$ cat src/rtl/fp_unit_arbiter.sv
// fp_unit_arbiter
//   Shares one fixed-latency, in-order, pipelined float32 unit (adder or
//   multiplier) between NUM_REQ requesters. It grants one issue slot per cycle,
//   remembers the owner of every in-flight operation in a tag FIFO, and steers
//   each returning result back to that owner.
//
//   Build option: define FP_ARB_FIXED_PRIO_EN to use fixed priority instead of
//   round-robin. With fixed priority the lowest-index valid requester always
//   wins. Without the macro, arbitration is round-robin.
//
//   Ports
//     clk_in, rst_in    clock, synchronous active-high reset
//     req_valid_in      per-requester operation request
//     req_a_in/b_in     per-requester float32 operands
//     req_ready_out     one-hot grant (transfer = valid & ready)
//     resp_valid_out    one-hot 1-cycle result strobe to the owner
//     resp_data_out     result data, shared by all requesters
//     unit_a/b_out      operands to the FP unit
//     unit_valid_out    tvalid to the FP unit
//     unit_result_in    result tdata from the FP unit
//     unit_valid_in     result tvalid from the FP unit
//     busy_out          operations outstanding or post-reset flush active
//     orphan_err_out    sticky: a result arrived with no tag outstanding
module fp_unit_arbiter #(
  parameter int unsigned NUM_REQ   = 4,
  parameter int unsigned LATENCY   = 11,
  parameter int unsigned TAG_DEPTH = 16
) (
  input  logic                    clk_in,
  input  logic                    rst_in,
  input  logic [NUM_REQ-1:0]      req_valid_in,
  input  logic [NUM_REQ-1:0][31:0] req_a_in,
  input  logic [NUM_REQ-1:0][31:0] req_b_in,
  output logic [NUM_REQ-1:0]      req_ready_out,
  output logic [NUM_REQ-1:0]      resp_valid_out,
  output logic [31:0]             resp_data_out,
  output logic [31:0]             unit_a_out,
  output logic [31:0]             unit_b_out,
  output logic                    unit_valid_out,
  input  logic [31:0]             unit_result_in,
  input  logic                    unit_valid_in,
  output logic                    busy_out,
  output logic                    orphan_err_out
);

  localparam int unsigned IDW = (NUM_REQ > 1) ? $clog2(NUM_REQ) : 1;
  localparam int unsigned AW  = (TAG_DEPTH > 1) ? $clog2(TAG_DEPTH) : 1;
  localparam int unsigned CW  = $clog2(TAG_DEPTH + 1);
  localparam int unsigned FW  = $clog2(LATENCY + 1);

  logic [FW-1:0]      r_flush;
  logic [CW-1:0]      r_count;
  logic [AW-1:0]      r_wptr;
  logic [AW-1:0]      r_rptr;
  logic [IDW-1:0]     r_tags [TAG_DEPTH];

  logic [31:0]        r_unit_a;
  logic [31:0]        r_unit_b;
  logic               r_unit_valid;
  logic [NUM_REQ-1:0] r_resp_valid;
  logic [31:0]        r_resp_data;
  logic               r_busy;
  logic               r_orphan;

  logic [IDW-1:0]     w_start;
  logic               w_issue_ok;
  logic               w_found;
  logic [IDW-1:0]     w_grant_id;
  logic [NUM_REQ-1:0] w_grant;
  logic               w_push;
  logic               w_pop;
  logic               w_orphan;

`ifdef FP_ARB_FIXED_PRIO_EN
  assign w_start = '0;
`else
  logic [IDW-1:0] r_rr;
  assign w_start = r_rr;
`endif

  // Full is judged on the registered count, so a pop in the same cycle only
  // frees a slot from the following cycle on.
  assign w_issue_ok = (r_flush == '0) && (r_count < CW'(TAG_DEPTH));

  // Scan from the start pointer upward, wrapping modulo NUM_REQ.
  always_comb begin
    w_found    = 1'b0;
    w_grant_id = '0;
    if (w_issue_ok) begin
      for (int unsigned k = 0; k < NUM_REQ; k++) begin
        if (!w_found && req_valid_in[IDW'((32'(w_start) + k) % NUM_REQ)]) begin
          w_found    = 1'b1;
          w_grant_id = IDW'((32'(w_start) + k) % NUM_REQ);
        end
      end
    end
  end

  assign w_grant  = w_found ? (NUM_REQ'(1) << w_grant_id) : '0;
  assign w_push   = w_found;
  // Results are only accepted once the flush window has closed.
  assign w_pop    = unit_valid_in && (r_flush == '0) && (r_count != '0);
  assign w_orphan = unit_valid_in && (r_flush == '0) && (r_count == '0);

  always_ff @(posedge clk_in) begin
    if (rst_in) begin
      r_flush      <= FW'(LATENCY);
      r_count      <= '0;
      r_wptr       <= '0;
      r_rptr       <= '0;
`ifndef FP_ARB_FIXED_PRIO_EN
      r_rr         <= '0;
`endif
      r_unit_a     <= '0;
      r_unit_b     <= '0;
      r_unit_valid <= 1'b0;
      r_resp_valid <= '0;
      r_resp_data  <= '0;
      r_busy       <= 1'b0;
      r_orphan     <= 1'b0;
    end else begin
      if (r_flush != '0) begin
        r_flush <= r_flush - FW'(1);
      end

      r_unit_valid <= w_push;
      if (w_push) begin
        r_unit_a         <= req_a_in[w_grant_id];
        r_unit_b         <= req_b_in[w_grant_id];
        r_tags[r_wptr]   <= w_grant_id;
        r_wptr           <= r_wptr + AW'(1);
`ifndef FP_ARB_FIXED_PRIO_EN
        r_rr <= (w_grant_id == IDW'(NUM_REQ - 1)) ? '0 : w_grant_id + IDW'(1);
`endif
      end

      r_resp_valid <= '0;
      if (w_pop) begin
        r_resp_valid <= NUM_REQ'(1) << r_tags[r_rptr];
        r_resp_data  <= unit_result_in;
        r_rptr       <= r_rptr + AW'(1);
      end

      if (w_orphan) begin
        r_orphan <= 1'b1;
      end

      if (w_push && !w_pop) begin
        r_count <= r_count + CW'(1);
      end else if (!w_push && w_pop) begin
        r_count <= r_count - CW'(1);
      end

      // Registered view of the current occupancy and flush state.
      r_busy <= (r_count != '0) || (r_flush != '0);
    end
  end

  assign req_ready_out  = w_grant;
  assign resp_valid_out = r_resp_valid;
  assign resp_data_out  = r_resp_data;
  assign unit_a_out     = r_unit_a;
  assign unit_b_out     = r_unit_b;
  assign unit_valid_out = r_unit_valid;
  assign busy_out       = r_busy;
  assign orphan_err_out = r_orphan;

endmodule

$ cat config.mk
export PLATFORM = sky130hd
export DESIGN_NAME = fp_unit_arbiter
export DESIGN_NICKNAME = d
export VERILOG_FILES = /design/src/rtl/fp_unit_arbiter.sv
export SDC_FILE = /design/constraint.sdc
export NUM_CORES = 1
export LEC_CHECK = 0
export BUFFER_PORTS_ARGS = -buffer_cell sky130_fd_sc_hd__buf_2
export CAP_MARGIN = 20
export CORE_AREA = 2 2 158 160
export DETAILED_ROUTE_END_ITERATION = 6
export DIE_AREA = 0 0 160 162
export PLACE_DENSITY = 0.65
export SYNTH_ARGS = -nofsm -noshare
export SYNTH_HDL_FRONTEND = slang
export SYNTH_SLANG_ARGS = --single-unit
$ cat constraint.sdc
create_clock -name clk_in -period 3.7 [get_ports clk_in]
set_input_delay 0.74 -clock clk_in [delete_from_list [all_inputs] [get_ports clk_in]]
set_output_delay 0.74 -clock clk_in [all_outputs]
set_load 0.005 [all_outputs]
==> impl_metrics.tcl, run 1 <==
set metrics [dict create \
    max_freq_mhz 288 \
    finalPower_mw 3.84 \
    fin_nets 1422 \
    avgViaCountPerCell 4.86 \
    cp-end-kind "primary output" \
    layout_min_cycle_time_ns 3.47 \
    timing_worst_setup_path_type "reg2out" \
    p_seq_frac 0.459 \
    relSlewSlack 0.363 \
    totalWireLength_um 24400 \
    clockBufferDepth 2 \
    wire_per_inst_um 16.8 \
    via_count 7060 \
    gp_congestion 0.903 \
    ioPinCount 402 \
    power_density_mw_per_mm2 356 \
    drtIter0Drc 291 \
    syn_area_mm2 0.00798 \
    cp.required_ns 2.96 \
    critPathTopFamily "simple AND/OR/NAND/NOR gates" \
    clkSinkCount 158 \
    overflow 0 \
    clockPowerShare 0.463 \
    firstDrtPassIters 4 \
    numCtsBuffers 17 \
    yosysSeqAreaShare 0.437 \
    rsz0062_at_grt "false" \
    ff2ff_path_depth 12 \
    syn_avg_cell_area_um2 10.8 \
    start_util 0.331 \
    clk_pin_slew_ns 0.07 \
    post-synth-top-area-cell "dfxtp_1" \
    path_depth 10 \
    area_growth_pct 35.1 \
    grt_max_degree 88 \
    grt_pass1_wl_um 38600 \
    clk_latency_ns 0.42 \
    crit_fanout 12 \
    switching_share 0.253 \
    vdd_drop_max_mv 0.247 \
    ys_warn_count 0 \
    ant_nets 0 \
    startpoint_type "flop" \
    setup_viol 0 \
    grt_pass1_vias 7198 \
    hpwl_um 18600 \
    synthTopCellsByCount "nand2_1, dfxtp_1, mux2i_1, o221ai_2, a21oi_1" \
    critPathBufInv 4 \
    antenna_found_initial 8 \
    synth_top_flop_cell "dfxtp_1" \
    skew_ns 0.0109 \
    htreeDepth 4 \
    placementRows 57 \
    synth_cell_types 53 \
    io_buffers 401 \
    setup_tns_ns 0 \
    hold_path.class "reg2reg" \
    p_leak_nw 4.98 \
    die_y_um 162 \
    share_comb_of_total_power 0.078 \
    maxCapViolations 0 \
    min_path_cells 2 \
    worst_slew_pin_slew_ns 0.956 \
    synth_nets 1051 \
    track_usage 0.188 \
    period_share 0.939 \
    ys_ff_latch 158 \
    crit_path_frequent_cell "ha_1" \
    cts_hold_buf 0 \
    route.detailed.drc 0 \
    status "finished, final reports clean" \
    ys_async_sr_fraction 0 \
    cts_tree "done" \
    root_buffer "clkbuf_16" \
    worstPathCellList "inv_1 -> ha_1 -> or3b_1 -> nor3_4 -> buf_4 -> o2111ai_4 -> inv_2 -> ha_1 -> and2_1 -> buf_2" \
    finalHoldViolCount 0 \
    critPathMaxStageDelay_ns 0.49 \
    die_w_um 160 \
    slew_viol_final 0 \
    slowest_stage "or3b_1" \
    p_int_mw 2.87 \
    power.switching_uw 970 \
    drive_gt1_frac 0.497 \
    netlist.area_leader.share 0.316 \
    coreArea_mm2 0.0241 \
    synth.area.top_cells "dfxtp_1, edfxtp_1, o221ai_2" \
    synth_cells 740 \
    synth-edff-count 32 \
    dieArea_mm2 0.0259 \
    yosysMostFrequentCell "nand2_1" \
    postCtsSetupRepairBufs 0 \
    critPathArrivalTime_ns 2.73 \
    postCtsResizedCells 0 \
]
[state kept, by name, summed over array words and instances, names as in the netlist, 2 cells and up, named ones only]
signal and flops:
resp_valid_out 4, r_rptr 4, unit_b_out 32, r_rr 2, resp_data_out 32, unit_a_out 32
r_wptr 4, r_flush 4, r_count 5, r_tags 32
[stage by stage]
step	hold slack (ns)	instance area [um^2]	cells	util	worst slack [ns]
after floorplan	0.453	7980	740	-	0.316
after global placement	0.439	10200	1416	0.422	0.478
after detailed placement	0.444	10200	1416	0.422	0.374
after CTS	0.455	10800	1448	0.447	0.177
after global routing	0.474	10800	1449	0.447	0.0169
final	0.449	10800	1452	0.447	0.227
[power groups by stage]
| stage | combinational, mW | clock [mW] | sequential (mW) |
|---|---|---|---|
| 6_report | 0.299 | 1.78 | 1.76 |
| 5_1_grt | 0.328 | 1.91 | 1.76 |
| 4_1_cts | 0.302 | 1.85 | 1.76 |
| 3_5_place_dp | 0.300 | 0 | 1.80 |
| 3_3_place_gp | 0.299 | 0 | 1.80 |
| 2_1_floorplan | 0.0970 | 0 | 1.80 |
[kinds of logic after synthesis]
| logic type | count (synthesis) | synth area share |
|---|---|---|
| simple gates | 214 | 0.117 |
| buf+inv | 75 | 0.0569 |
| xor+xnor | 10 | 0.0110 |
| flops | 158 | 0.437 |
| compound gates | 185 | 0.237 |
| mux | 82 | 0.116 |
| fa+ha+maj | 16 | 0.0260 |
[layout by cell type, fill, tap and decap left out, types with 3 or more instances in the layout]
cell type and instances:
nand2b_1 4, mux2i_1 69, nor2b_1 7, xnor2_1 5, inv_6 3, and2_1 4
o221ai_1 4, ha_1 15, dfxtp_1 126, diode_2 4, nand2_1 139, nor3_1 12
o211ai_1 37, mux2_2 5, edfxtp_1 32, nor3b_1 3, buf_2 401, a31oi_1 4
mux4_2 8, buf_4 13, clkbuf_16 17, xor2_1 5, o211ai_2 27, buf_12 3
inv_1 8, inv_8 4, a21oi_1 38, nor2_1 32, o221ai_2 60
[tightest hold or removal path, stage by stage, from the launching register on]
cell and delay (ns):
dfxtp_1 0.31, nand2_1 0.05, a21oi_1 0.05
[path summary, 6_finish.rpt]
check | from | to | slack [ns]
setup / recovery | r_flush[0] | req_ready_out[3] | 0.23
setup reg to reg | r_flush[0] | r_count[4] | 0.47
hold / removal | resp_data_out[5] | resp_data_out[5] | 0.45
hold reg to reg | resp_data_out[5] | resp_data_out[5] | 0.45
[routing by layer]
layer  share of wire  track usage
met1            0.40        0.216
met2            0.51        0.336
met3           0.066       0.0531
met4           0.024       0.0631
met5          0.0020            0
[layout make-up]
type / count / area [um^2]
inverters: 10 / 37.5
clock inverters: 15 / 170
clock buffers: 17 / 425
fillers: 2381 / 13300
well taps: 324 / 405
flip-flops and latches: 158 / 3480
diodes: 4 / 10.0
multi-input cells: 507 / 4090
repair buffers: 417 / 2160
Power figures use the tool's default switching activity.
==> run 2: changes to the inputs <==
==> constraint.sdc (replaced) <==
create_clock -name clk_in -period 3.7 [get_ports clk_in]
set_input_delay 0 -clock clk_in [delete_from_list [all_inputs] [get_ports clk_in]]
set_output_delay 0 -clock clk_in [all_outputs]
set_load 0.005 [all_outputs]
==> impl_metrics.tcl, run 2 (synthesis results as in run 1) <==
set metrics [dict create \
    antenna_found_initial 4 \
    htreeDepth 4 \
    whs_ns 0.308 \
    layout_common_cells "buf_2, dlygate4sd3_1, nand2_1, dfxtp_1, mux2i_1" \
    cp-end-kind "flop" \
    finalPower_mw 4.05 \
    grt_pass1_vias 9213 \
    cts_tree "done" \
    final_common_cell "buf_2" \
    drive_gt1_frac 0.399 \
    finalHoldViolCount 0 \
    die_y_um 162 \
    clk_latency_ns 0.42 \
    worst_slew_pin_slew_ns 0.936 \
    worstReg2RegEnd "unit_b_out[20]" \
    root_buffer "clkbuf_16" \
    overflow 0 \
    totalWireLength_um 31600 \
    finish.utilization 0.568 \
    clkSinkCount 158 \
    setup_viol 0 \
    track_usage 0.234 \
    via_count 8764 \
    clockBufferDepth 2 \
    power_density_mw_per_mm2 296 \
    holdPathEnd "unit_valid_out" \
    dp.cells 1412 \
    ff2ff_path_depth 11 \
    status "finished, final reports clean" \
    cp.required_ns 3.99 \
    grt_pass1_wl_um 48100 \
    p_leak_nw 6.04 \
    wire_per_inst_um 18.2 \
    grt_max_degree 96 \
    min_path_cells 3 \
    place_ws_ns 0.482 \
    hold_path_startpoint "req_valid_in[2]" \
    slew_viol_final 0 \
    crit_fanout 12 \
    start_util 0.331 \
    worstReg2RegStart "r_flush[0]" \
    timing_worst_setup_path_type "reg2reg" \
    coreArea_mm2 0.0241 \
    die_w_um 160 \
    drtIter0Drc 513 \
    multi_input_area_mm2 0.00409 \
    placementRows 57 \
    max_freq_mhz 284 \
    fin_cells 1743 \
    skew_ns 0.0155 \
    hold_path.class "in2reg" \
    io_buffers 401 \
    reg2reg_slack_ns 0.18 \
    maxCapViolations 0 \
    avgViaCountPerCell 5.03 \
    fin_nets 1713 \
    dieArea_mm2 0.0259 \
    register_area_mm2 0.00348 \
    hpwl_um 18500 \
    numCtsBuffers 17 \
    clk_pin_slew_ns 0.07 \
    critPathArrivalTime_ns 3.81 \
    relSlewSlack 0.376 \
    setup_slack_ns 0.180 \
    area_growth_pct 71.7 \
    firstDrtPassIters 4 \
    period_share 0.951 \
    ioPinCount 402 \
    fillers 1963 \
    route.detailed.drc 0 \
    startpoint_type "flop" \
    layout_min_cycle_time_ns 3.52 \
    ant_nets 0 \
    vdd_drop_max_mv 0.265 \
    gp_congestion 0.795 \
]
## run 2: final cells by class
type / count / area share
Clock inverter: 14 / 0.0114
Clock buffer: 18 / 0.0313
Timing Repair Buffer: 708 / 0.372
Sequential cell: 158 / 0.254
Antenna cell: 4 / 0.000731
Inverter: 10 / 0.00274
Tap cell: 324 / 0.0296
Multi-Input combinational cell: 507 / 0.298
## run 2: power by group
part           internal [mW]  switching, mW  total [mW]
Combinational          0.301          0.206       0.508
Clock                   1.01          0.774        1.78
Sequential              1.76        0.00543        1.76
Total                   3.07          0.986        4.05
## run 2: worst max-delay path, cell delays in order, from the launching register on
cell	delay, ns
dfxtp_1	0.31
inv_1	0.11
ha_1	0.20
or3b_4	0.44
nor3_4	0.19
buf_4	0.25
o2111ai_4	0.18
clkbuf_16	0.24
mux2i_1	0.18
dlygate4sd3_1	0.58
o211ai_1	0.09
dlygate4sd3_1	0.61
## run 2: metrics by stage
stage | area, um^2 | TNS, ns
final | 13700 | 0
after global routing | 13700 | -0.0601
after CTS | 13600 | 0
after detailed placement | 10200 | 0
after global placement | 10200 | 0
after floorplan | 7980 | 0
## run 2: timing repair
action / in CTS / in global routing
hold buffers: 285 / 0
setup buffers: 0 / 7
endpoints found under the hold margin: 98 / 0
endpoints found under the setup margin: 0 / 5
gates resized for setup: 0 / 3
## run 2: worst max path at each step
stage	from	to	cells past startpoint
finish	r_flush[0]	unit_b_out[20]	11
global route	r_flush[0]	unit_b_out[20]	11
CTS	r_flush[0]	unit_b_out[17]	11
global placement	r_flush[0]	r_count[4]	12
floorplan	r_flush[0]	r_count[4]	14
detailed placement	r_flush[0]	r_count[4]	12
## run 2: layer usage
layer | vias up | global-route usage | wire length, um | share of wire
met2 | 425 | 0.418 | 16000 | 0.51
met4 | 2 | 0.129 | 1780 | 0.056
met3 | 119 | 0.0659 | 2170 | 0.068
met1 | 4134 | 0.250 | 11700 | 0.37
li1 | 4084 | - | - | -
met5 | - | 0 | 13 | 0.00041
